==> config.mk <==
export PLATFORM = sky130hd
export DESIGN_NAME = time_bcd_converter
export DESIGN_NICKNAME = d
export VERILOG_FILES = /design/src/rtl/time_display_pkg.sv /design/src/rtl/time_bcd_converter_bcd_incr.sv /design/src/rtl/time_bcd_converter.sv
export SDC_FILE = /design/constraint.sdc
export NUM_CORES = 1
export LEC_CHECK = 0
export ABC_AREA = 0
export CORE_UTILIZATION = 26
export DETAILED_ROUTE_END_ITERATION = 12
export GPL_ROUTABILITY_DRIVEN = 0
export PLACE_DENSITY = 0.4
export SETUP_SLACK_MARGIN = 0.3
export SKIP_CTS_REPAIR_TIMING = 1
export SLEW_MARGIN = 10
export SYNTH_ARGS = -nofsm -noshare
export SYNTH_HDL_FRONTEND = slang
export SYNTH_SLANG_ARGS = --single-unit
==> constraint.sdc <==
create_clock -name clk -period 3.2 [get_ports clk]
set_clock_uncertainty 0.05 [all_clocks]
set_input_delay 0.32 -clock clk [delete_from_list [all_inputs] [get_ports clk]]
set_output_delay 0.32 -clock clk [all_outputs]
set_load 0.005 [all_outputs]
==> src/rtl/time_display_pkg.sv <==
// Shared constants and state type for the parking-meter time display path.
package time_display_pkg;

    localparam int         SECS_PER_MIN = 60;
    localparam int         SECS_PER_TEN = 10;
    localparam logic [3:0] BCD_BLANK    = 4'hF;

    typedef enum logic [1:0] {
        IDLE = 2'd0,
        MIN  = 2'd1,
        TENS = 2'd2,
        DONE = 2'd3
    } state_t;

endpackage

==> src/rtl/time_bcd_converter_bcd_incr.sv <==
// Combinational DIGITS-digit BCD incrementer with an all-nines flag.
// Shared with the coin-add path; wraps to all zeros when incremented from all nines.
module bcd_incr
    import time_display_pkg::*;
#(
    parameter int DIGITS = 2
) (
    input  logic [4*DIGITS-1:0] i_val,
    output logic [4*DIGITS-1:0] o_val,
    output logic                o_all_nines
);

    logic w_carry;

    // Ripple a +1 carry from the least significant digit upward.
    always_comb begin
        o_val       = i_val;
        o_all_nines = 1'b1;
        w_carry     = 1'b1;
        for (int d = 0; d < DIGITS; d++) begin
            if (i_val[4*d +: 4] != 4'd9) begin
                o_all_nines = 1'b0;
            end
            if (w_carry) begin
                if (i_val[4*d +: 4] == 4'd9) begin
                    o_val[4*d +: 4] = 4'd0;
                end else begin
                    o_val[4*d +: 4] = i_val[4*d +: 4] + 4'd1;
                    w_carry         = 1'b0;
                end
            end
        end
    end

endmodule

==> src/rtl/time_bcd_converter.sv <==
// Binary seconds to BCD MM:SS converter using iterative subtraction.
// Optional build macro: LEADING_ZERO_BLANK_EN blanks leading zero minute digits
// (all but the minutes ones digit) with BCD_BLANK when the result is published.
//
// state | meaning
// IDLE  | ready for a new seconds value
// MIN   | strip whole minutes (60 s) from the remainder, saturate at all-nines
// TENS  | strip tens of seconds, then latch the ones digit
// DONE  | publish working digits to the output registers, pulse out_valid
module time_bcd_converter
    import time_display_pkg::*;
#(
    parameter int SEC_W      = 12,
    parameter int MIN_DIGITS = 2
) (
    input  logic                    clk,
    input  logic                    rst,
    input  logic                    in_valid,
    output logic                    in_ready,
    input  logic [SEC_W-1:0]        sec_count,
    output logic                    out_valid,
    output logic [4*MIN_DIGITS-1:0] min_digits,
    output logic [3:0]              sec_tens,
    output logic [3:0]              sec_ones,
    output logic                    overflow
);

    localparam int          MW    = 4*MIN_DIGITS;
    localparam logic [31:0] C_MIN = 32'(SECS_PER_MIN);
    localparam logic [31:0] C_TEN = 32'(SECS_PER_TEN);

    state_t           r_state, w_state_nxt;
    logic [SEC_W-1:0] r_rem, w_rem_nxt;
    logic [MW-1:0]    r_min, w_min_nxt, w_min_inc, w_min_disp;
    logic [3:0]       r_tens, w_tens_nxt, r_ones, w_ones_nxt;
    logic             r_ovf, w_ovf_nxt;
    logic             w_all_nines;
    logic             w_ge_min, w_ge_ten;
    logic [31:0]      w_rem_ext;

    // Zero-extended view keeps the compares meaningful even when SEC_W < 6.
    assign w_rem_ext = 32'(r_rem);
    assign w_ge_min  = (w_rem_ext >= C_MIN);
    assign w_ge_ten  = (w_rem_ext >= C_TEN);

    bcd_incr #(.DIGITS(MIN_DIGITS)) u_min_incr (
        .i_val       (r_min),
        .o_val       (w_min_inc),
        .o_all_nines (w_all_nines)
    );

`ifdef LEADING_ZERO_BLANK_EN
    logic w_lead;

    // Blank leading zero minute digits from the top; the ones digit always shows.
    always_comb begin
        w_min_disp = r_min;
        w_lead     = 1'b1;
        for (int d = MIN_DIGITS-1; d > 0; d--) begin
            if (w_lead && (r_min[4*d +: 4] == 4'd0)) begin
                w_min_disp[4*d +: 4] = BCD_BLANK;
            end else begin
                w_lead = 1'b0;
            end
        end
    end
`else
    assign w_min_disp = r_min;
`endif

    // Next-state and working-register updates.
    always_comb begin
        w_state_nxt = r_state;
        w_rem_nxt   = r_rem;
        w_min_nxt   = r_min;
        w_tens_nxt  = r_tens;
        w_ones_nxt  = r_ones;
        w_ovf_nxt   = r_ovf;
        in_ready    = 1'b0;
        case (r_state)
            IDLE: begin
                in_ready = !rst;
                if (in_valid) begin
                    w_rem_nxt   = sec_count;
                    w_min_nxt   = '0;
                    w_tens_nxt  = 4'd0;
                    w_ones_nxt  = 4'd0;
                    w_ovf_nxt   = 1'b0;
                    w_state_nxt = MIN;
                end
            end
            MIN: begin
                // The saturating cycle latches max:59; the following cycle hands off to DONE.
                if (r_ovf) begin
                    w_state_nxt = DONE;
                end else if (w_ge_min) begin
                    if (w_all_nines) begin
                        w_tens_nxt = 4'd5;
                        w_ones_nxt = 4'd9;
                        w_ovf_nxt  = 1'b1;
                    end else begin
                        w_rem_nxt = SEC_W'(w_rem_ext - C_MIN);
                        w_min_nxt = w_min_inc;
                    end
                end else begin
                    w_state_nxt = TENS;
                end
            end
            TENS: begin
                if (w_ge_ten) begin
                    w_rem_nxt  = SEC_W'(w_rem_ext - C_TEN);
                    w_tens_nxt = r_tens + 4'd1;
                end else begin
                    w_ones_nxt  = w_rem_ext[3:0];
                    w_state_nxt = DONE;
                end
            end
            DONE: begin
                w_state_nxt = IDLE;
            end
            default: begin
                w_state_nxt = IDLE;
            end
        endcase
    end

    // State, working registers and output registers; outputs move only on the DONE edge.
    always_ff @(posedge clk) begin
        if (rst) begin
            r_state    <= IDLE;
            r_rem      <= '0;
            r_min      <= '0;
            r_tens     <= 4'd0;
            r_ones     <= 4'd0;
            r_ovf      <= 1'b0;
            out_valid  <= 1'b0;
            min_digits <= '0;
            sec_tens   <= 4'd0;
            sec_ones   <= 4'd0;
            overflow   <= 1'b0;
        end else begin
            r_state   <= w_state_nxt;
            r_rem     <= w_rem_nxt;
            r_min     <= w_min_nxt;
            r_tens    <= w_tens_nxt;
            r_ones    <= w_ones_nxt;
            r_ovf     <= w_ovf_nxt;
            out_valid <= (r_state == DONE);
            if (r_state == DONE) begin
                min_digits <= w_min_disp;
                sec_tens   <= r_tens;
                sec_ones   <= r_ones;
                overflow   <= r_ovf;
            end
        end
    end

endmodule

==> metrics.md, run 1 <==
| Metric | Value |
|---|---|
| Status | `finished, final reports clean` |
| Lkg Pwr | `1.204 nW` |
| Post-synth ARST share | `0%` |
| # fillers | `1141` |
| Crit path max fanout | `12` |
| Worst hold slack | `438.0 ps` |
| Worst path required time | `3390 ps` |
| DPL Wire Length | `5721 microns` |
| Vias in the first global route | `2550` |
| Post-synth EDFFs | `0` |
| GRT overflow | `0` |
| Hold path start | `rst` |
| Post-route ant nets | `0` |
| Hold EP | `sec_tens[1]` |
| Mean Syn Cell Area | `8.131 sq um` |
| Hold Path Stages | `2` |
| R2r setup slk | `610 ps` |
| Starting Density | `26.89%` |
| Synth Flop Type | `dfxtp_1` |
| Num CTS Buffers | `5` |
| Post-route DRC | `0` |
| Sequential area share after synthesis | `35.17%` |
| Adder-cell area share of the yosys netlist | `6.729%` |
| Clk buf depth | `2` |
| Number of max-cap violations | `0` |
| Via count | `2572` |
| Main combinational cell family by area after synthesis | `simple AND/OR/NAND/NOR gates` |
| Slew HR | `59.77%` |
| Final hold viol count | `0` |
| Most frequent cells in the layout | `56 x nor2_1, 49 x dfxtp_1, 32 x clkdlybuf4s50_1` |
| Syn-to-layout area delta | `21.31%` |
| Cell Rows | `37` |
| Full die area | `11150 sq um` |
| FF+latch area | `980.9 sq um` |
| Worst-Margin Slew | `600.2 ps` |
| Number of synthesis warnings | `0` |
| Most common cell after layout, fill and taps aside | `nor2_1` |
| Total wire length after detailed routing | `7953 microns` |
| RSZ-0062 raised after global routing | `false` |
| Final setup TNS | `0 ps` |
| Pre-antenna DRT Iters | `4` |
| Final setup fails | `0` |
| Routed len/inst | `15.66 microns` |
| Final Max Slew Viols | `0` |
| Clock sinks | `49` |
| Maximum level of the CTS H-tree | `2` |
| CP Capture Type | `flop` |
| Area occupied by multi-input gates | `1685 sq um` |
| Worst vdd ir | `0.0002601 V` |
| PortBufs | `33` |
| Clk slew on worst S/H paths | `100 ps` |
| Via density | `5.063` |
| RR Endpoint | `r_rem[6]` |
| Clock Latency Late Sink | `310 ps` |
| Total power | `2.823 mW` |
| Tmin final | `2595 ps` |
| Antenna cells | `0` |
| Critical R2R Launch | `r_rem[3]` |
| Hold WC Path Type | `primary input to flop` |
| Cells after synthesis | `343` |
| Setup CP Type | `flop to flop` |
| Simple-Gate Fraction of Synth Area | `23.37%` |
| Synth cell types | `54` |
| Mux cell area share after synthesis | `7.896%` |
| Chip height | `105.6 microns` |
| Tcrit/Tclk final | `81.08%` |
| Fmax | `385.4 MHz` |
| Post-synthesis xor/xnor area fraction | `0.3140%` |
| First-pass GRT wire length | `13050 microns` |
| Yosys reg bits | `49` |
| Iteration-0 DRC Markers | `116` |
| Core area | `10370 sq um` |
| CTS tree | `yes` |
| Die X | `105.6 microns` |
| Largest net degree at the start of global routing | `29` |
| Worst setup SP type | `flop` |
| Compound-gate portion of the synthesized area | `22.03%` |
| Reg2reg path depth | `7` |
| Worst EP arrival | `2780 ps` |
| Post-synth net total | `373` |
| Nets@finish | `401` |
| Total GRT Usage | `14.81%` |
| Mapped cell area | `2789 sq um` |
| CTS Root Cell | `clkbuf_8` |
| PwrDens | `834.3 nW/um^2` |
| Ports | `34` |
| Share of cells above drive strength 1 | `7.527%` |
| Initial antenna violation count | `0` |
flip-flops by register name, indices dropped and copies added, names as in the netlist:
signal	count
sec_tens	4
min_digits	8
sec_ones	4
r_min	8
r_state	2
overflow	1
r_rem	12
r_tens	4
out_valid	1
r_ones	4
r_ovf	1
power by group:
part / leakage, nW / internal, mW / switching [mW]
Sequential: 0.398 / 0.694 / 0.129
Clock: 0.0585 / 0.235 / 0.237
Combinational: 0.748 / 0.577 / 0.951
Total: 1.20 / 1.51 / 1.32
layout make-up:
type	instances	share of cell area, %
sequential	49	28.99
timing repair buffer	42	11.61
multi-input combinational	262	49.82
clock inverter	3	1.294
tap	136	5.030
inverter	11	1.220
clock buffer	5	2.034
per-stage QoR:
step	std cells	cell area [sq um]	worst slack, ps	utilization [%]
3_3_place_gp	500	3268	592.0	31.52
4_1_cts	508	3381	600.7	32.60
2_1_floorplan	343	2789	1002	-
6_report	508	3383	605.3	32.63
3_5_place_dp	500	3268	633.8	31.52
5_1_grt	508	3383	426.3	32.63
synthesized netlist by cell type (2+ instances only):
library cell | count | area (sq um)
o32ai_1 | 2 | 17.52
a31o_2 | 2 | 17.52
mux2i_1 | 22 | 220.2
buf_2 | 4 | 20.02
a311oi_1 | 4 | 35.03
clkbuf_1 | 14 | 52.55
or3_1 | 2 | 12.51
a211oi_2 | 2 | 25.02
dfxtp_1 | 49 | 980.9
o21ai_0 | 15 | 75.07
a21o_1 | 3 | 22.52
o221ai_1 | 4 | 35.03
o21ai_1 | 3 | 15.01
o211ai_1 | 4 | 30.03
nand2_1 | 26 | 97.59
a21oi_1 | 27 | 135.1
a211oi_1 | 4 | 30.03
nor2b_1 | 4 | 25.02
a31oi_1 | 5 | 31.28
nor2_1 | 56 | 210.2
and3_1 | 5 | 31.28
ha_1 | 15 | 187.7
o41ai_1 | 2 | 17.52
or2b_1 | 2 | 15.01
nand2b_1 | 2 | 12.51
buf_1 | 3 | 11.26
nand4_1 | 4 | 25.02
a22oi_1 | 2 | 15.01
or4_1 | 4 | 30.03
a211o_1 | 3 | 26.28
inv_1 | 11 | 41.29
nor3_1 | 6 | 30.03
nand3b_1 | 6 | 45.04
nand3_1 | 6 | 30.03
layer usage:
metal	track usage, %	vias up	wire, microns
met2	24.06	32	3657
met3	2.536	7	199
met4	3.869	0	78
met5	0	-	0
li1	-	1299	-
met1	20.23	1234	4017
cell families (layout without fill, tap and decap cells):
kind of cell,Yosys count,count (layout)
AO/OA/AOI/OAI,92,92
flip-flops,49,49
XOR/XNOR,1,1
AND/OR/NAND/NOR,132,132
multiplexers,22,22
adder cells (fa/ha/maj),15,15
buffers and inverters,32,61
how the worst max path moves through the flow:
stage | from | endpoint | slack, ps | cells after the start
floorplan | r_state[0] | r_tens[3] | 1000 | 9
global placement | r_state[1] | r_min[7] | 590 | 7
detailed placement | r_state[1] | r_rem[9] | 630 | 8
CTS | r_rem[3] | r_rem[11] | 600 | 6
global route | r_rem[2] | r_rem[9] | 430 | 8
finish | r_rem[3] | r_rem[6] | 610 | 7
worst max-delay path, stage by stage, from the launching register on:
cell and delay [ps]:
dfxtp_1 520, ha_1 390, a211o_1 180, nor3_1 70
a31o_2 300, or3_1 580, a211o_1 310, a21oi_1 120
(Power assumes the default switching activity.)
==> run 2, diff against run 1 <==
Settings changed: PLACE_DENSITY 0.4 to 0.42.
Clock period 3.2 ns to 2.2 ns, I/O delays scaled along.
==> run 2 against run 1 <==
Via count up 7.5%. Flip-flop and latch count unchanged. Clock power up 49%. Critical path depth up 1. Design area up 18%. Final cell count up 7.5%. Setup slack worse by 560 ps. Combinational power up 120%. Die area unchanged. Non-clock buffer count up 37. Largest cell class unchanged. Largest power group unchanged. Highest routed layer unchanged.
==> metrics.md, run 2 (synthesis gave the netlist of run 1 again) <==
| Metric | Value |
|---|---|
| CTS tree | `yes (unchanged)` |
| Slew HR | `69.43% (was 59.77%)` |
| R2r setup slk | `50 ps (was 610 ps)` |
| Routed len/inst | `15.38 microns (was 15.66 microns)` |
| Tmin final | `2150 ps (was 2595 ps)` |
| Maximum level of the CTS H-tree | `2 (unchanged)` |
| Final Util | `38.66% (was 32.63%)` |
| Final hold viol count | `0 (unchanged)` |
| RSZ-0062 raised after global routing | `true (was false)` |
| CTS Root Cell | `clkbuf_8 (unchanged)` |
| Hold Path Stages | `2 (unchanged)` |
| Antenna cells | `0 (unchanged)` |
| Number of max-cap violations | `0 (unchanged)` |
| Final Max Slew Viols | `0 (unchanged)` |
| Non-Filler Instances | `546 (was 508)` |
| Worst EP arrival | `2360 ps (was 2780 ps)` |
| Worst setup SP type | `flop (unchanged)` |
| Via count | `2764 (was 2572)` |
| Syn-to-layout area delta | `43.74% (was 21.31%)` |
| Clk slew on worst S/H paths | `110 ps (was 100 ps)` |
| Reg2reg path depth | `8 (was 7)` |
| Worst hold slack | `239.2 ps (was 438.0 ps)` |
| RR Endpoint | `r_tens[3] (was r_rem[6])` |
| Share of cells above drive strength 1 | `27.56% (was 7.527%)` |
| First-pass GRT wire length | `13280 microns (was 13050 microns)` |
| Worst-Margin Slew | `458.6 ps (was 600.2 ps)` |
| Core area | `10370 sq um (unchanged)` |
| DP Area | `3435 sq um (was 3268 sq um)` |
| Max FFs per register | `12 (unchanged)` |
| Ports | `34 (unchanged)` |
| Crit path max fanout | `5 (was 12)` |
| Final WS setup | `49.70 ps (was 605.3 ps)` |
| Register share of total power | `23.0% (was 29.2%)` |
| Most flop-heavy register | `r_rem (unchanged)` |
| Status | `finished, final reports clean (unchanged)` |
| Total GRT Usage | `14.86% (was 14.81%)` |
| Post-route DRC | `0 (unchanged)` |
| Fmax | `465.1 MHz (was 385.4 MHz)` |
| Most frequent cells in the layout | `54 x nor2_1, 41 x dfxtp_1, 38 x buf_4 (was 56 x nor2_1, 49 x dfxtp_1, 32 x clkdlybuf4s50_1)` |
| Clk buf depth | `2 (unchanged)` |
| Top flop regs | `r_rem (12), min_digits (8), r_min (8) (unchanged)` |
| Worst vdd ir | `0.0004087 V (was 0.0002601 V)` |
| Psw | `2.265 mW (was 1.317 mW)` |
| Full die area | `11150 sq um (unchanged)` |
| Largest net degree at the start of global routing | `21 (was 29)` |
| DPL Wire Length | `5717 microns (was 5721 microns)` |
| Hold path start | `rst (unchanged)` |
| Iteration-0 DRC Markers | `112 (was 116)` |
| Nets@finish | `439 (was 401)` |
| Hold EP | `sec_tens[0] (was sec_tens[1])` |
| Switching share of power | `43.60% (was 46.65%)` |
| Cell Rows | `37 (unchanged)` |
| Total wire length after detailed routing | `8395 microns (was 7953 microns)` |
| Tcrit/Tclk final | `97.74% (was 81.08%)` |
| Starting Density | `26.89% (unchanged)` |
| Final setup fails | `0 (unchanged)` |
| GRT overflow | `0 (unchanged)` |
| Post-route ant nets | `0 (unchanged)` |
| Initial antenna violation count | `0 (unchanged)` |
| Pre-antenna DRT Iters | `4 (unchanged)` |
| Most common cell after layout, fill and taps aside | `nor2_1 (unchanged)` |
| Vias in the first global route | `2605 (was 2550)` |
| # placed instances | `510 (was 500)` |
| Clock power share | `13.5% (was 16.7%)` |
| Clock sinks | `49 (unchanged)` |
| Design area | `4009 sq um (was 3383 sq um)` |
| Lkg Pwr | `1.459 nW (was 1.204 nW)` |
| Num CTS Buffers | `5 (unchanged)` |
| Comb pwr share | `63.5% (was 54.1%)` |
| Chip height | `105.6 microns (unchanged)` |
| PwrDens | `1296 nW/um^2 (was 834.3 nW/um^2)` |
| Clock Latency Late Sink | `310 ps (about the same)` |
| Setup CP Type | `flop to flop (unchanged)` |
| Critical R2R Launch | `r_rem[1] (was r_rem[3])` |
| Worst path required time | `2410 ps (was 3390 ps)` |
| Pre-CTS setup slack | `11.23 ps (was 633.8 ps)` |
| Via density | `5.062 (was 5.063)` |
| Hold WC Path Type | `primary input to flop (unchanged)` |
| Int Power | `2.929 mW (was 1.506 mW)` |
| Die X | `105.6 microns (unchanged)` |
| CP Capture Type | `flop (unchanged)` |
| PortBufs | `33 (unchanged)` |
[run 2: cell types whose count changed in the layout (fill, tap and decap cells not counted), moves of 5 or more]
cell | before | now
a21oi_2 | 0 | 9
a21oi_1 | 27 | 18
buf_6 | 0 | 5
dfxtp_4 | 0 | 5
ha_4 | 0 | 6
dfxtp_1 | 49 | 41
inv_1 | 11 | 5
buf_4 | 9 | 38
ha_1 | 14 | 9
[run 2: stage by stage]
stage	TNS, ps	total power [mW]
final	0	5.194
after global placement	-18.00	3.733
after floorplan	0	2.959
after global routing	-10.21	5.576
after CTS	-24.38	4.424
after detailed placement	0	3.694
[run 2: power by group through the flow]
stage	sequential, mW	combinational (mW)	clock [mW]
finish	1.19	3.30	0.701
detailed placement	1.20	2.49	0
floorplan	1.17	1.79	0
CTS	1.18	2.51	0.735
global placement	1.20	2.53	0
global route	1.22	3.60	0.758
[run 2: critical path, cell delays in order (launching register included)]
cell and delay [ps]:
dfxtp_4 380, inv_4 80, ha_4 120, and3b_2 210
o21bai_4 100, a31o_1 230, a211o_4 380, or4_4 430
a21oi_2 140
[run 2: area by class of cell]
| class | instances | area (sq um) |
|---|---|---|
| clock buffer | 5 | 68.82 |
| clock inverter | 3 | 50.05 |
| fill | 1059 | 6361 |
| inverter | 11 | 48.80 |
| multi-input combinational | 263 | 1953 |
| sequential | 49 | 1003 |
| tap | 136 | 170.2 |
| timing repair buffer | 79 | 714.4 |
[run 2: metal layers]
layer	share of wire [%]	track usage, %	vias to the layer above	wire [microns]
li1	-	-	1377	-
met3	2.4	2.103	7	203
met1	49	20.74	1341	4149
met5	0	0	-	0
met2	47	23.50	39	3939
met4	1.2	4.861	0	103
[run 2: how the worst max path moves through the flow]
stage                        start         to  slack, ps  cells past startpoint
final                     r_rem[1]  r_tens[3]         50                      8
after global routing      r_rem[1]  r_tens[3]        -10                      8
after CTS                 r_rem[1]  r_tens[3]        -20                      8
after detailed placement  r_rem[1]  r_tens[3]         10                      8
after global placement    r_rem[1]  r_tens[3]        -20                      8
after floorplan           r_rem[1]  r_tens[3]        240                      8
==> run 3, diff against run 2 <==
Settings changed: CORE_MARGIN set to 2.
==> run 3 against run 2 <==
Wire length decreased by 0.15%. Die area rose by 3.8%. Design area fell by 2.8%. Final cell count is 1.3% lower. Clock power down 1%. Clock-buffer cell count did not move. Combinational power down 6.4%. Sequential power about the same. Sequential share of layout area is 0.88 points higher. Critical endpoint unchanged. Largest cell class unchanged.
==> metrics.md, run 3 (synthesis gave the netlist of run 1 again) <==
| Metric | Value |
|---|---|
| Status | `finished, final reports clean (unchanged)` |
| # placed instances | `511 (was 510)` |
| Syn-to-layout area delta | `39.70% (was 43.74%)` |
| Tcrit/Tclk final | `96.25% (was 97.74%)` |
| Via count | `2651 (was 2764)` |
| Slew HR | `68.38% (was 69.43%)` |
| Crit path max fanout | `5 (unchanged)` |
| Setup CP Type | `flop to flop (unchanged)` |
| Post-route DRC | `0 (unchanged)` |
| Chip height | `107.6 microns (was 105.6 microns)` |
| Fmax | `472.2 MHz (was 465.1 MHz)` |
| DPL Wire Length | `5907 microns (was 5717 microns)` |
| Tmin final | `2118 ps (was 2150 ps)` |
| Total GRT Usage | `14.33% (was 14.86%)` |
| PortBufs | `33 (unchanged)` |
| Ports | `34 (unchanged)` |
| Clk slew on worst S/H paths | `100 ps (was 110 ps)` |
| Final hold viol count | `0 (unchanged)` |
| Clk buf depth | `2 (unchanged)` |
| Starting Density | `26.89% (unchanged)` |
| Hold WC Path Type | `primary input to flop (unchanged)` |
| Worst-Margin Slew | `474.4 ps (was 458.6 ps)` |
| Num CTS Buffers | `5 (unchanged)` |
| Worst setup SP type | `flop (unchanged)` |
| Worst EP arrival | `2310 ps (was 2360 ps)` |
| Via density | `4.918 (was 5.062)` |
| Cell Rows | `37 (unchanged)` |
| Worst vdd ir | `0.0004621 V (was 0.0004087 V)` |
| CTS tree | `yes (unchanged)` |
| Largest net degree at the start of global routing | `33 (was 21)` |
| Total power | `4.987 mW (was 5.194 mW)` |
| Lkg Pwr | `1.428 nW (was 1.459 nW)` |
| Antenna cells | `0 (unchanged)` |
| Share of cells above drive strength 1 | `24.81% (was 27.56%)` |
| Final Max Slew Viols | `0 (unchanged)` |
| Nets@finish | `432 (was 439)` |
| Top flop regs | `r_rem (12), min_digits (8), r_min (8) (unchanged)` |
| CP Capture Type | `flop (unchanged)` |
| Most frequent cells in the layout | `56 x nor2_1, 38 x dfxtp_1, 37 x buf_4 (was 54 x nor2_1, 41 x dfxtp_1, 38 x buf_4)` |
| RSZ-0062 raised after global routing | `true (unchanged)` |
| Full die area | `11570 sq um (was 11150 sq um)` |
| Total wire length after detailed routing | `8382 microns (was 8395 microns)` |
| DP Area | `3442 sq um (was 3435 sq um)` |
| Maximum level of the CTS H-tree | `2 (unchanged)` |
| Iteration-0 DRC Markers | `101 (was 112)` |
| PwrDens | `1280 nW/um^2 (was 1296 nW/um^2)` |
| Number of max-cap violations | `0 (unchanged)` |
| Worst path required time | `2390 ps (was 2410 ps)` |
| Final setup fails | `0 (unchanged)` |
| Routed len/inst | `15.55 microns (was 15.38 microns)` |
| Non-Filler Instances | `539 (was 546)` |
| Design area | `3896 sq um (was 4009 sq um)` |
| Core area | `10370 sq um (unchanged)` |
| Clock sinks | `49 (unchanged)` |
| Post-route ant nets | `0 (unchanged)` |
| GRT overflow | `0 (unchanged)` |
| Clock Latency Late Sink | `310 ps (about the same)` |
| First-pass GRT wire length | `13140 microns (was 13280 microns)` |
| Most common cell after layout, fill and taps aside | `nor2_1 (unchanged)` |
| Die X | `107.6 microns (was 105.6 microns)` |
| CTS Root Cell | `clkbuf_8 (unchanged)` |
| Final Util | `37.57% (was 38.66%)` |
| # fillers | `1075 (was 1059)` |
| Worst hold slack | `300.5 ps (was 239.2 ps)` |
| Most flop-heavy register | `r_rem (unchanged)` |
| Vias in the first global route | `2525 (was 2605)` |
| Pre-antenna DRT Iters | `4 (unchanged)` |
| Max FFs per register | `12 (unchanged)` |
| Initial antenna violation count | `0 (unchanged)` |
[run 3: changes by cell type in the layout (fill, tap and decap cells not counted), moves of 3 or more]
cell     change
a21oi_1      +4
dfxtp_1      -3
buf_6        -4
a21oi_2      -6
[run 3: path summary, 6_finish.rpt]
check	slack, ps	to	from	cells after the start
worst max-delay path	80	r_tens[3]	r_rem[1]	8
worst min-delay path	300	min_digits[5]	rst	2
worst max register to register	80	r_tens[3]	r_rem[1]	8
worst min register to register	450	r_ones[2]	r_ones[2]	2
[run 3: power by group]
| group | internal (mW) | total, mW | switching [mW] | leakage, nW |
|---|---|---|---|---|
| combinational | 1.38 | 3.09 | 1.71 | 0.964 |
| clock | 0.349 | 0.693 | 0.344 | 0.0603 |
| sequential | 1.04 | 1.20 | 0.164 | 0.404 |
| total | 2.77 | 4.99 | 2.22 | 1.43 |
[run 3: cell type report]
type                       count  area (sq um)  area share, %
tap                          136         170.2          4.367
clock inverter                 3         50.05          1.285
sequential                    49          1010          25.92
inverter                      11         51.30          1.317
multi-input combinational    263          1917          49.20
clock buffer                   5         68.82          1.766
timing repair buffer          72         629.4          16.15
[run 3: critical path: stages (launching register included)]
cell      delay, ps
dfxtp_4         370
inv_4            60
ha_4            120
and3b_2         200
o21bai_4         90
a31o_1          240
a211o_4         380
or4_1           400
a21oi_1         140
[run 3: metal layers]
layer | routed length [microns] | track usage [%]
met5 | 0 | 0
met4 | 78 | 3.022
met3 | 195 | 1.877
met2 | 3874 | 23.67
met1 | 4234 | 19.92
[run 3: stage by stage]
step / setup TNS, ps / setup slack [ps]
floorplan: 0 / 243.7
global placement: 0 / 86.99
detailed placement: 0 / 64.00
CTS: 0 / 45.08
global route: -10.50 / -7.808
finish: 0 / 82.43
